--- src/rtl/gpio_in_debounce.sv ---
// gpio_in_debounce
// Conditions raw board switch/button pins for the GPIO peripheral. Each channel
// is synchronised into clk, filtered by a stable-count debouncer, and produces a
// clean level, one-cycle rise/fall pulses and a software-clearable sticky flag.
// All channels are independent copies of the same logic.

module gpio_in_debounce #(
   parameter int N_IN     = 2,
   parameter int DEBOUNCE = 1000000,
   parameter int CNT_W    = 20
) (
   input  logic            clk,
   input  logic            rst,
   input  logic [N_IN-1:0] pin_in,
   input  logic [N_IN-1:0] event_clr,
   output logic [N_IN-1:0] level_out,
   output logic [N_IN-1:0] rise_out,
   output logic [N_IN-1:0] fall_out,
   output logic [N_IN-1:0] event_pending
);

   // Terminal count: a change is accepted on the edge where the counter already
   // holds DEBOUNCE-1, which is the DEBOUNCE-th consecutive differing sample.
   localparam logic [CNT_W-1:0] CNT_LAST = CNT_W'(DEBOUNCE - 1);

   // Two-stage synchroniser registers, shared vector form across channels.
   logic [N_IN-1:0] s1;
   logic [N_IN-1:0] s2;

   // Bring the asynchronous pins into the clk domain; only s2 is used downstream.
   always_ff @(posedge clk) begin
      // NOTE: all clocked state uses non-blocking assignments so every register
      // samples the pre-edge values, which is what makes s1 -> s2 a real two-flop chain.
      if (rst) begin
         s1 <= '0;
         s2 <= '0;
      end else begin
         s1 <= pin_in;
         s2 <= s1;
      end
   end

   for (genvar ch = 0; ch < N_IN; ch++) begin : g_ch

      logic [CNT_W-1:0] cnt;
      logic [CNT_W-1:0] cnt_nxt;
      logic             differs;
      logic             accept;

      // Decide, from the synchronised sample, whether to count, restart, or accept.
      always_comb begin
         // NOTE: every signal driven here gets a default first, so no path can
         // leave one unassigned and infer a latch.
         differs = (s2[ch] != level_out[ch]);
         accept  = 1'b0;
         cnt_nxt = '0;
         if (differs) begin
            if (cnt == CNT_LAST) begin
               accept = 1'b1;
            end else begin
               cnt_nxt = cnt + 1'b1;
            end
         end
      end

      // Filter state: counter, accepted level, edge pulses and sticky event flag.
      always_ff @(posedge clk) begin
         if (rst) begin
            cnt                <= '0;
            level_out[ch]      <= 1'b0;
            rise_out[ch]       <= 1'b0;
            fall_out[ch]       <= 1'b0;
            event_pending[ch]  <= 1'b0;
         end else begin
            cnt           <= cnt_nxt;
            rise_out[ch]  <= accept &  s2[ch];
            fall_out[ch]  <= accept & ~s2[ch];
            if (accept) begin
               level_out[ch] <= s2[ch];
            end
            // A new acceptance wins over a clear arriving on the same edge.
            if (accept) begin
               event_pending[ch] <= 1'b1;
            end else if (event_clr[ch]) begin
               event_pending[ch] <= 1'b0;
            end
         end
      end

   end : g_ch

endmodule : gpio_in_debounce
--- config.mk ---
export PLATFORM = sky130hd
export DESIGN_NAME = gpio_in_debounce
export DESIGN_NICKNAME = d
export VERILOG_FILES = /design/src/rtl/gpio_in_debounce.sv
export SDC_FILE = /design/constraint.sdc
export NUM_CORES = 1
export LEC_CHECK = 0
export ABC_CLOCK_PERIOD_IN_PS = 3000
export CORE_MARGIN = 2
export CORE_UTILIZATION = 60
export DETAILED_ROUTE_END_ITERATION = 10
export GPL_TIMING_DRIVEN = 0
export HOLD_SLACK_MARGIN = 0.05
export PLACE_DENSITY = 0.81
export SLEW_MARGIN = 15
export SYNTH_ARGS = -nofsm -noshare
export SYNTH_HDL_FRONTEND = slang
export SYNTH_SLANG_ARGS = --single-unit
--- constraint.sdc ---
create_clock -name clk -period 3 [get_ports clk]
set_input_delay 0.3 -clock clk [delete_from_list [all_inputs] [get_ports clk]]
set_output_delay 0.3 -clock clk [all_outputs]
set_load 0.03 [all_outputs]
# [Yosys cells after proc, flatten, opt, wreduce, memory -nomap -nowiden]
# Index checks and enable logic that the tools add are counted.
[word_totals] regBits=52 latchBits=0 mem_bits_rw=0 romBits=0 inputBits=6 output_inout_bits=8 word_cells=38 memories=0
[op_classes] add_sub_neg=2 mul=0 n_div=0 order_cmp=0 eq_ne=4 shift=0 n_mux=8 bitwise=8 reduce_logical=4
[op_table] op="$add A20 B1 Y20 const B" n=2
[op_table] op="$eq A20 B20 Y1 const B" n=2
[op_table] op="$mux W1" n=8
[op_table] op="$reduce_or A3 Y1" n=2
[op_table] op="$and A1 B1 Y1" n=4
[op_table] op="$not A1 Y1" n=4
[op_table] op="$reduce_bool A2 Y1" n=2
[op_table] op="$ne A1 B1 Y1" n=2

# [Logic depth before layout (Yosys ltp)]
[depth] word_depth=4 ltp_mapped=6

# [Worst setup path after synthesis]
# No wires, ideal clock.
[synth_timing] path_type="register to register" start="reg g_ch[0].cnt[0]" end="reg g_ch[0].cnt[18]" setup_ns=0.066 arrival_ns=1.758 required_ns=2.934 setup_slack_ns=1.176 stages_incl_launch_ff=7 n_path_buf=1 period_less_slack_ns=1.824 cell_sequence="dfxtp_1 ha_1 nand2_1 or3_1 buf_2 or4_4 a21oi_2"
[synth_between] elab_chain_cells=2
[synth_lines] item="start: declaration" line="45" source="logic [CNT_W-1:0] cnt;"
[synth_lines] item="start signal: assignment" line="75" source="cnt <= cnt_nxt;"
[synth_lines] item="branches (longest 2 deep; another with $add A20 B1 Y20)"
# Several ways; the timed one is not identified.
# A chain may end at the register's enable or synchronous reset.

# [Worst setup path after layout]
# Same ends and word-level chain as after synthesis.

==> run_results.csv <==
group,metric,value,unit
outcome,status,"finished, final reports clean",
synth,synth.area.top_cells,"dfxtp_1 (47%), nor2_1 (6.5%), xnor2_1 (5.5%), xor2_1 (5.1%), nand4_1 (3.9%)",
setup_path,worstPathRequired,3.25,ns
layout,drive_gt1_share,6.182,%
layout,utilization,69.11,%
drt,totalWireLength,3955,um
global_routing,gr-usage-met2,34.92,%
synth,yosysSeqAreaShare,46.51,%
drt,drcViolationCount,0,
cts,clkTransAtPathRegs,0.09,ns
drt,drtIter0Drc,92,
floorplan,initial_core_util,61.60,%
global_routing,grt_usage,20.68,%
cts,cts_buffers,5,
setup_path,worstPathMaxFanout,7,
synth,yosysMostFrequentCell,"dfxtp_1",
timing,fmax,0.5036,GHz
cts,cts_tree,"done",
drt,vias,1782,
placed_design,hpwl,2833,um
cts,cts_setup_buffers,0,
cts,insertion_delay,0.31,ns
drt,wire_per_inst,12.24,um
layout,antenna-diode-count,0,
timing,final.period_utilization,66.20,%
power,ir_drop,0.3364,mV
setup_path,critPathSlowestCell,"or4_4",
synth,syn_inst,255,
timing,skew,0.005615,ns
cts,post_cts_resized,0,
setup_path,cpPeakStageDelay,0.48,ns
synth,syn_area,0.002238,mm^2
floorplan,fp-row-count,22,
power,p_total,1.112,mW
power,p_leak,0.7440,nW
timing,min_period,1.986,ns
timing,setup_violations,0,
global_routing,grt_max_degree,18,
drt,drt_first_pass_iters,4,
synth,yosysTopAreaCell,"dfxtp_1",
timing,fin_tns_setup,0,ns
layout,stdcell_area,0.002511,mm^2
global_routing,grt_pass1_wl,6906,um
run,cap_violations,0,
synth,synthFlopType,"dfxtp_1",
layout,syn_to_final_growth,12.19,%
synth,synth_common_cells,"dfxtp_1 (52), nor2_1 (39), nand2_1 (16)",
drt,viasPerCell,5.517,
floorplan,die_w,65.08,um
timing,slew_headroom,69.80,%
setup_path,crit_buf_inv,1,
global_routing,grt_pass1_vias,1651,
placed_design,routabilityCongestion,0.8562,
floorplan,die_y,65.08,um
placed_design,port_buffers,12,
timing,slew_viol_final,0,
cts,cts_buffer_depth,2,
floorplan,io_pins,14,
floorplan,core,0.003633,mm^2
setup_path,path_cells,"ha_1 -> nand2_1 -> or3_1 -> buf_2 -> or4_4 -> a21oi_2",
synth,avgSynthCellArea,8.778,um^2
hold_path,hold_path_class,"primary input to register",
cts,root_buffer,"clkbuf_8",
synth,async_flop_share,0,%
global_routing,use_met3,4.688,%
synth,synth_top_area_share,46.51,%
setup_path,endpoint_kind,"register",
layout,fin_nets,282,
setup_path,arrival,2.23,ns
setup_path,timing_worst_setup_path_type,"register to register",
synth,synth_warnings,0,
synth,ys_ff_latch,52,
floorplan,die_area,0.004235,mm^2
synth,synth_edf_count,0,
setup_path,cp-start-kind,"register",
cts,ctsHoldBuffers,0,
global_routing,grt_use_met1,26.07,%
timing,final_hold_viol_count,0,
synth,synth_cell_types,32,
placed_design,place_area,0.002419,mm^2
global_routing,gr-total-overflow,0,
drt,detail-route-antenna-nets,0,
timing,grt_setup_unrepaired,"no",
timing,tightest_slew,0.4530,ns
global_routing,busiest_layer,"met2",
global_routing,antenna_found_initial,0,
cts,cts_sinks,52,
setup_path,critical_path.top_delay_family,"simple AND/OR/NAND/NOR gates",
power,p_per_area,442.9,mW/mm^2
synth,syn_nets,263,
cts,htreeDepth,2,
[routing by layer]
metal,wire (um),up-vias
li1,-,935
met1,1942,815
met2,1837,27
met3,114,5
met4,60,0
met5,0,-
[path summary, 6_finish.rpt]
path                        from         endpoint  slack, ns  depth (start not counted)
setup / recovery  g_ch[0].cnt[0]  g_ch[0].cnt[18]       1.01                          6
hold / removal               rst            s2[1]       0.37                          2
hold reg to reg            s1[0]            s2[0]       0.45                          1
setup reg to reg  g_ch[0].cnt[0]  g_ch[0].cnt[18]       1.01                          6
[layout by cell type, fill, tap and decap left out, types with 5 or more instances in the layout]
master	Yosys	final
o31ai_1	6	6
clkdlybuf4s50_1	0	12
clkbuf_8	0	5
and4_1	6	6
or3_1	8	8
or4_1	5	5
xor2_1	13	13
dfxtp_1	52	52
a21oi_1	12	12
nand3_1	14	14
nand2_1	16	16
nand4_1	14	14
o21ai_0	8	8
xnor2_1	14	14
inv_1	9	9
nor4_1	6	6
nor2_1	39	39
[state kept, by name, summed over array words and instances (netlist names)]
| register | flops |
|---|---|
| g_ch.cnt | 40 |
| event_pending | 2 |
| fall_out | 2 |
| level_out | 2 |
| rise_out | 2 |
| s1 | 2 |
| s2 | 2 |
[worst register-to-register path, stage by stage (launching register included)]
cell	delay (ns)
dfxtp_1	0.40
ha_1	0.24
nand2_1	0.15
or3_1	0.36
buf_2	0.16
or4_4	0.48
a21oi_2	0.13
[per-stage QoR]
stage | std cells | setup slack, ns | hold slack [ns]
floorplan | 255 | 1.176 | 0.4138
global placement | 315 | 1.042 | 0.4198
detailed placement | 315 | 1.030 | 0.4283
CTS | 323 | 1.004 | 0.3853
global route | 323 | 0.8738 | 0.3969
finish | 323 | 1.014 | 0.3709
[cells by family after synthesis]
logic type               count (synthesis)  share of synthesized area [%]
adder cells (fa/ha/maj)                  2                          1.118
AO/OA/AOI/OAI                           28                          7.099
AND/OR/NAND/NOR                        129                          31.64
flip-flops                              52                          46.51
buffers and inverters                   17                          3.074
XOR/XNOR                                27                          10.56
[where the power goes]
part | internal (mW) | switching (mW)
Combinational | 0.00868 | 0.00901
Clock | 0.165 | 0.234
Sequential | 0.693 | 0.00237
Total | 0.867 | 0.245
[layout make-up]
type,count,area [um^2]
Timing Repair Buffer,12,120.1
Inverter,9,33.78
Tap cell,48,60.06
Buffer,8,35.03
Multi-Input combinational cell,186,1129
Clock buffer,5,68.82
Clock inverter,3,23.77
Sequential cell,52,1041
Fill cell,310,1122
(Power assumes the default switching activity.)
